### src/rtl/fdiv_pkg.sv
// Shared state encoding and defaults for the fdiv clock-divider controller.
// Build option FDIV_PCNT_EN adds a completed-period counter output to fdiv_ctrl.
package fdiv_pkg;

    localparam int unsigned DIV_W_DEF    = 8;
    localparam int unsigned DEF_HALF_DEF = 25;
    localparam int unsigned PCNT_W       = 16;

    typedef enum logic [1:0] {
        ST_IDLE = 2'd0,
        ST_RUN  = 2'd1,
        ST_PEND = 2'd2,
        ST_STOP = 2'd3
    } fdiv_state_t;

endpackage

### src/rtl/fdiv_core.sv
// Half-period counter that produces the divided clock, its rising-phase TICK
// and the end-of-full-period boundary flag for the active divisor.
module fdiv_core
    import fdiv_pkg::*;
#(
    parameter int unsigned DIV_W = DIV_W_DEF
) (
    input  logic             clk,
    input  logic             rst_n,
    input  logic             i_run,
    input  logic [DIV_W-1:0] i_active,
    output logic             o_clk,
    output logic             o_tick,
    output logic             o_boundary
);

    logic [DIV_W-1:0] r_cnt;
    logic             r_clk;
    logic             r_tick;
    logic             w_wrap;

    assign w_wrap     = i_run && (r_cnt == (i_active - DIV_W'(1)));
    assign o_boundary = w_wrap && r_clk;
    assign o_clk      = r_clk;
    assign o_tick     = r_tick;

    // Not running holds the clock low with the counter parked at zero.
    always_ff @(posedge clk or negedge rst_n) begin
        if (!rst_n) begin
            r_cnt  <= '0;
            r_clk  <= 1'b0;
            r_tick <= 1'b0;
        end else if (!i_run) begin
            r_cnt  <= '0;
            r_clk  <= 1'b0;
            r_tick <= 1'b0;
        end else if (w_wrap) begin
            r_cnt  <= '0;
            r_clk  <= ~r_clk;
            r_tick <= ~r_clk;
        end else begin
            r_cnt  <= r_cnt + DIV_W'(1);
            r_tick <= 1'b0;
        end
    end

endmodule

### src/rtl/fdiv_ctrl.sv
// Run-time controller for the programmable clock divider: divisor handshake,
// glitch-free divisor swap at period boundaries, clean start/stop. Option: FDIV_PCNT_EN.
module fdiv_ctrl
    import fdiv_pkg::*;
#(
    parameter int unsigned DIV_W    = DIV_W_DEF,
    parameter int unsigned DEF_HALF = DEF_HALF_DEF
) (
    input  logic              CLK_in,
    input  logic              RST_n,
    input  logic              EN,
    input  logic              CFG_valid,
    input  logic [DIV_W-1:0]  CFG_half,
    output logic              CFG_ready,
    input  logic              ERR_clr,
    output logic              CLK_out,
    output logic              TICK,
    output logic              BUSY,
    output logic              ERR
`ifdef FDIV_PCNT_EN
    ,
    output logic [PCNT_W-1:0] PCNT
`endif
);

    fdiv_state_t      r_state;
    logic [DIV_W-1:0] r_active;
    logic [DIV_W-1:0] r_pending;
    logic             r_busy;
    logic             r_err;
    logic             w_accept;
    logic             w_legal;
    logic             w_illegal;
    logic             w_boundary;
    logic             w_run;

    assign CFG_ready = (r_state == ST_IDLE) || (r_state == ST_RUN);
    assign w_accept  = CFG_valid && CFG_ready;
    assign w_legal   = w_accept && (CFG_half != '0);
    assign w_illegal = w_accept && (CFG_half == '0);
    assign w_run     = (r_state != ST_IDLE);
    assign BUSY      = r_busy;
    assign ERR       = r_err;

    fdiv_core #(
        .DIV_W      (DIV_W)
    ) u_core (
        .clk        (CLK_in),
        .rst_n      (RST_n),
        .i_run      (w_run),
        .i_active   (r_active),
        .o_clk      (CLK_out),
        .o_tick     (TICK),
        .o_boundary (w_boundary)
    );

    // Divisor only changes while parked or at a boundary, where the core restarts its count.
    always_ff @(posedge CLK_in or negedge RST_n) begin
        if (!RST_n) begin
            r_state   <= ST_IDLE;
            r_active  <= DIV_W'(DEF_HALF);
            r_pending <= '0;
            r_busy    <= 1'b0;
        end else begin
            case (r_state)
                ST_IDLE: begin
                    if (w_legal) r_active <= CFG_half;
                    if (EN)      r_state  <= ST_RUN;
                end
                ST_RUN: begin
                    if (w_legal) begin
                        r_pending <= CFG_half;
                        r_busy    <= 1'b1;
                        r_state   <= ST_PEND;
                    end else if (!EN) begin
                        r_state   <= ST_STOP;
                    end
                end
                ST_PEND: begin
                    if (w_boundary) begin
                        r_active <= r_pending;
                        r_busy   <= 1'b0;
                        r_state  <= EN ? ST_RUN : ST_IDLE;
                    end
                end
                ST_STOP: begin
                    if (w_boundary) r_state <= ST_IDLE;
                end
                default: r_state <= ST_IDLE;
            endcase
        end
    end

    // Sticky error; a new illegal offer beats a simultaneous clear.
    always_ff @(posedge CLK_in or negedge RST_n) begin
        if (!RST_n) begin
            r_err <= 1'b0;
        end else if (w_illegal) begin
            r_err <= 1'b1;
        end else if (ERR_clr) begin
            r_err <= 1'b0;
        end
    end

`ifdef FDIV_PCNT_EN
    logic [PCNT_W-1:0] r_pcnt;

    always_ff @(posedge CLK_in or negedge RST_n) begin
        if (!RST_n) begin
            r_pcnt <= '0;
        end else if (w_boundary) begin
            r_pcnt <= r_pcnt + PCNT_W'(1);
        end
    end

    assign PCNT = r_pcnt;
`endif

endmodule
### config.mk
export PLATFORM = sky130hd
export DESIGN_NAME = fdiv_ctrl
export DESIGN_NICKNAME = d
export VERILOG_FILES = /design/src/rtl/fdiv_pkg.sv /design/src/rtl/fdiv_core.sv /design/src/rtl/fdiv_ctrl.sv
export SDC_FILE = /design/constraint.sdc
export NUM_CORES = 1
export LEC_CHECK = 0
export CAP_MARGIN = 20
export CORE_MARGIN = 5
export CORE_UTILIZATION = 55
export DETAILED_ROUTE_END_ITERATION = 8
export PLACE_DENSITY = 0.78
export SLEW_MARGIN = 20
export SYNTH_ARGS = -nofsm -noshare
export SYNTH_HDL_FRONTEND = slang
export SYNTH_HIERARCHICAL = 1
export SYNTH_SLANG_ARGS = --single-unit
### constraint.sdc
create_clock -name CLK_in -period 6.4 [get_ports CLK_in]
set_clock_uncertainty 0.05 [all_clocks]
set_input_delay 1.28 -clock CLK_in [delete_from_list [all_inputs] [get_ports CLK_in]]
set_output_delay 1.28 -clock CLK_in [all_outputs]
set_load 0.01 [all_outputs]
# == Word level (Yosys, flattened, before mapping) ==
# Index checks and enable logic that the tools add are counted.
# totals
ff_bits,30
output_inout_bits,5
elab_cells,60
inputBits,13
# op_classes
n_reduce_logical,17
bitwise_logic,1
n_mux,21
add_sub_neg,2
eq_ne,11
# op_table
cell,n
2-to-1 mux 8 bit,4
one-hot mux 8 bit (2 select lines),1
2-to-1 mux 2 bit,5
2-to-1 mux 1 bit,9
"adder 8 x 1 -> 8 bit, second input constant",1
== test 8 bit,1
zero test 8 bit,1
"!= test 2 bit, second input constant",4
one-hot mux 2 bit (4 select lines),1
nonzero test 2 bit,4
nonzero test 8 bit,1
"subtractor 8 x 1 -> 8 bit, second input constant",1
AND reduction 3 bit,2
logical AND 1 bit,5
"== test 2 bit, second input constant",2
"!= test 2 x 1 -> 1 bit, second input constant",2
AND reduction 4 bit,1
"!= test 3 bit, second input constant",1
"== test 2 x 1 -> 1 bit, second input constant",1
zero test 2 bit,1
one-hot mux 1 bit (2 select lines),1
AND reduction 2 bit,1
logical OR 1 bit,1
NOT 1 bit,1

# == Longest topological paths before layout ==
# depth
word_depth,6
mapped_depth,11
mapped_depth_nobuf,11

# == Modules after synthesis ==
# The synthesis kept the hierarchy.
# by_module_without_submodules
mod,cells_each,n_inst,area_each_um2,seq_area_each_um2
fdiv_ctrl,69,1,947.2,504.2
fdiv_core,74,1,762.0,250.2

# == Worst setup path after synthesis ==
# No wires, ideal clock.
# synth_timing
kind,register -> register
startpoint,register r_active[1]
endpoint,register r_active[1]
t_arrival_ps,2464
stages_incl_launch_ff,9
path_slack_ps,3762
period_less_slack_ps,2638
t_required_ps,6225
cell_sequence,dfrtp_1 or4_4 and4bb_1 nor3b_2 a211oi_1 and3_1 nand2_1 a21oi_4 mux2_2
# synth_between
elab_chain_cells,6
# synth_lines
item,line_no,rtl
start: declaration,fdiv_ctrl.sv:27,logic [DIV_W-1:0] r_active;
start signal: assignment,fdiv_ctrl.sv:61,r_active <= DIV_W'(DEF_HALF);
start signal: assignment,fdiv_ctrl.sv:67,if (w_legal) r_active <= CFG_half;
start signal: assignment,fdiv_ctrl.sv:81,r_active <= r_pending;
subtractor 8 x 1 -> 8 bit,fdiv_core.sv:22,assign w_wrap = i_run && (r_cnt == (i_active - DIV_W'(1)));
== test 8 bit,fdiv_core.sv:22,
logical AND 1 bit,fdiv_core.sv:22,
logical AND 1 bit,fdiv_core.sv:23,assign o_boundary = w_wrap && r_clk;
named net w_boundary,fdiv_ctrl.sv:34,logic w_boundary;
!= test 2 x 1 -> 1 bit (no line),--,
AND reduction 3 bit (no line),--,
# The timed path passes the listed nets, and every way through them passes these cells.
# A chain may end at the register's enable or synchronous reset.

# == Worst setup path after layout ==
# layout_timing
startpoint,register r_active[1]
endpoint,register r_active[6]
# The elaborated chain is that of the path after synthesis.

==> results.json <==
{
  "status": "finished, final reports clean",
  "clock_power_share": 0.362,
  "wl_per_cell_um": 14.5,
  "critPathKind": "register to register",
  "ys.warnings.count": 6,
  "initial_core_util": 0.564,
  "syn_to_final_growth_pct": 15.2,
  "postLayoutCoreUtil": 0.650,
  "numCtsBuffers": 5,
  "final_area_mm2": 0.00197,
  "drc": 0,
  "synth-edff-count": 0,
  "synthTopCellsByCount": "dfrtp_1, mux2_2, and3_1",
  "cts_hold_buf": 0,
  "root_buffer": "clkbuf_4",
  "cts_sinks": 30,
  "die_h_um": 65.7,
  "syn_area_mm2": 0.00171,
  "power_leakage_nw": 0.893,
  "gp_congestion": 0.755,
  "yosysTopAreaCell": "dfrtp_1",
  "rows": 20,
  "coreArea_mm2": 0.00303,
  "die_width_um": 65.7,
  "avgSynthCellArea_um2": 12.0,
  "setup_viol": 0,
  "switching_share": 0.212,
  "wirelength_um": 3020,
  "ys.flop_type": "dfrtp_1",
  "drv_slew": 0,
  "tns_ns": 0,
  "max_freq_mhz": 327,
  "critPathArrivalTime_ns": 3.22,
  "via_per_inst": 5.38,
  "synth.yosys.seq_area_share": 0.441,
  "grt_first_pass_wirelength_um": 5350,
  "power_frac_seq": 0.595,
  "relSlewSlack": 0.672,
  "htreeDepth": 2,
  "yosysMostFrequentCell": "dfrtp_1",
  "drt-initial-drc-count": 41,
  "cp_max_fo": 8,
  "drive_gt1_frac": 0.309,
  "port_buffers": 17,
  "top_layer": "met4",
  "min_period_over_period": 0.478,
  "clkSlewWorstSetupHoldPaths_ns": 0.10,
  "synth_top_area_share": 0.395,
  "die_area_mm2": 0.00432,
  "first_pass_iters": 4,
  "ys_ff_latch": 30,
  "hold_violations": 0,
  "tightest_slew_ns": 0.488,
  "diodes": 0,
  "syn_nets": 158,
  "wl_met2_um": 1410,
  "dp_hpwl_um": 2300,
  "peakVddDrop_mv": 0.111,
  "start_kind": "register",
  "power_switching_mw": 0.0674,
  "post-cts-setup-buffer-count": 0,
  "place_area_mm2": 0.00191,
  "synth_area_leaders": "dfrtp_1, mux2_2, dfstp_2, and3_1, xnor2_1",
  "grt_max_degree": 31,
  "synthCells": 143,
  "cts_resized": 0,
  "endpoint_kind": "register",
  "wl_met3_um": 114,
  "cts_buffer_depth": 2,
  "grt_use_total": 0.164,
  "wl_met1_um": 1470,
  "ys_types": 45,
  "grt_pass1_vias": 1182,
  "p_int_mw": 0.251,
  "cp.required_ns": 6.55,
  "cts_tree": "built",
  "rsz0062_at_grt": "no",
  "p_per_area_mw_per_mm2": 162,
  "cap_violations": 0,
  "finalCriticalPeriod_ns": 3.06,
  "clock_latency_ns": 0.33,
  "ant_nets": 0,
  "hp-class": "register to register",
  "nNetsFinal": 179,
  "antenna_found_initial": 0,
  "via_count": 1125,
  "overflow": 0,
  "pwr-share-comb": 0.043,
  "io_pins": 18,
  "async_reset_ff_frac": 1.00
}
-- worst paths after layout --
path                            cells after the start  slack [ns]          from      endpoint
worst max-delay path                               10        3.34   r_active[1]   r_active[6]
worst min-delay path                                1        0.46  r_pending[6]  r_pending[6]
worst max register to register                     10        3.34   r_active[1]   r_active[6]
worst min register to register                      1        0.46  r_pending[6]  r_pending[6]
max in group asynchronous                           2        4.70         RST_n   r_active[4]
min in group asynchronous                           2        1.26         RST_n           ERR
-- per-layer routing --
metal	track usage	vias up
met5	0	-
met4	0.0544	0
met3	0.0564	4
met2	0.265	19
met1	0.205	543
li1	-	559
-- kinds of logic after synthesis --
kind of cell,synth area share
AO/OA/AOI/OAI,0.0725
XOR/XNOR,0.0776
adder cells (fa/ha/maj),0.0146
buffers and inverters,0.0315
flip-flops,0.441
multiplexers,0.164
AND/OR/NAND/NOR,0.198
-- state kept, by name, indices dropped and copies added (netlist names) --
signal         flops
r_active           8
BUSY               1
u_core/r_cnt       8
r_pending          8
u_core/o_clk       1
r_state            2
u_core/o_tick      1
ERR                1
-- critical path, stage by stage (launching register included) --
cell and delay, ns:
dfrtp_1 0.42, inv_1 0.07, ha_1 0.17, or3b_1 0.40, nor4_1 0.20, o2111ai_1 0.18, a211oi_1 0.42, and3_1 0.24
nand2_1 0.12, a21oi_4 0.31, mux2_2 0.37
-- per-stage QoR --
step / hold slack, ns / std cells / worst slack (ns) / power, mW
floorplan: 0.425 / 143 / 3.76 / 0.194
global placement: 0.436 / 201 / 3.29 / 0.207
detailed placement: 0.443 / 201 / 3.27 / 0.207
CTS: 0.466 / 209 / 3.37 / 0.324
global route: 0.481 / 209 / 3.12 / 0.333
finish: 0.464 / 209 / 3.34 / 0.318
-- placed cells by master (no fill, tap or decap), types with 2 or more instances in the layout --
cell type / instances
dfrtp_1: 27
mux2_2: 24
clkdlybuf4s50_1: 17
and3_1: 10
nand2_1: 8
xnor2_1: 7
inv_1: 6
clkbuf_4: 5
xor2_1: 5
nand3_1: 4
nor2_1: 4
nor4_1: 3
o21ai_0: 3
dfstp_2: 3
or2_2: 2
nand2b_4: 2
a21o_2: 2
clkbuf_1: 2
nand2b_1: 2
ha_1: 2
-- power by group through the flow --
stage / clock network (mW) / registers, mW / logic [mW]
6_report: 0.115 / 0.189 / 0.0136
5_1_grt: 0.128 / 0.190 / 0.0151
4_1_cts: 0.121 / 0.189 / 0.0139
3_5_place_dp: 0 / 0.193 / 0.0139
3_3_place_gp: 0 / 0.193 / 0.0134
2_1_floorplan: 0 / 0.193 / 0.000611
-- final cells by class --
cell class	instances	area (um2)
clock buffers	8	58.8
fillers	243	1060
inverters	6	22.5
multi-input cells	103	901
flip-flops and latches	30	754
well taps	44	55.1
repair buffers	18	178
Power figures use the tool's default switching activity.
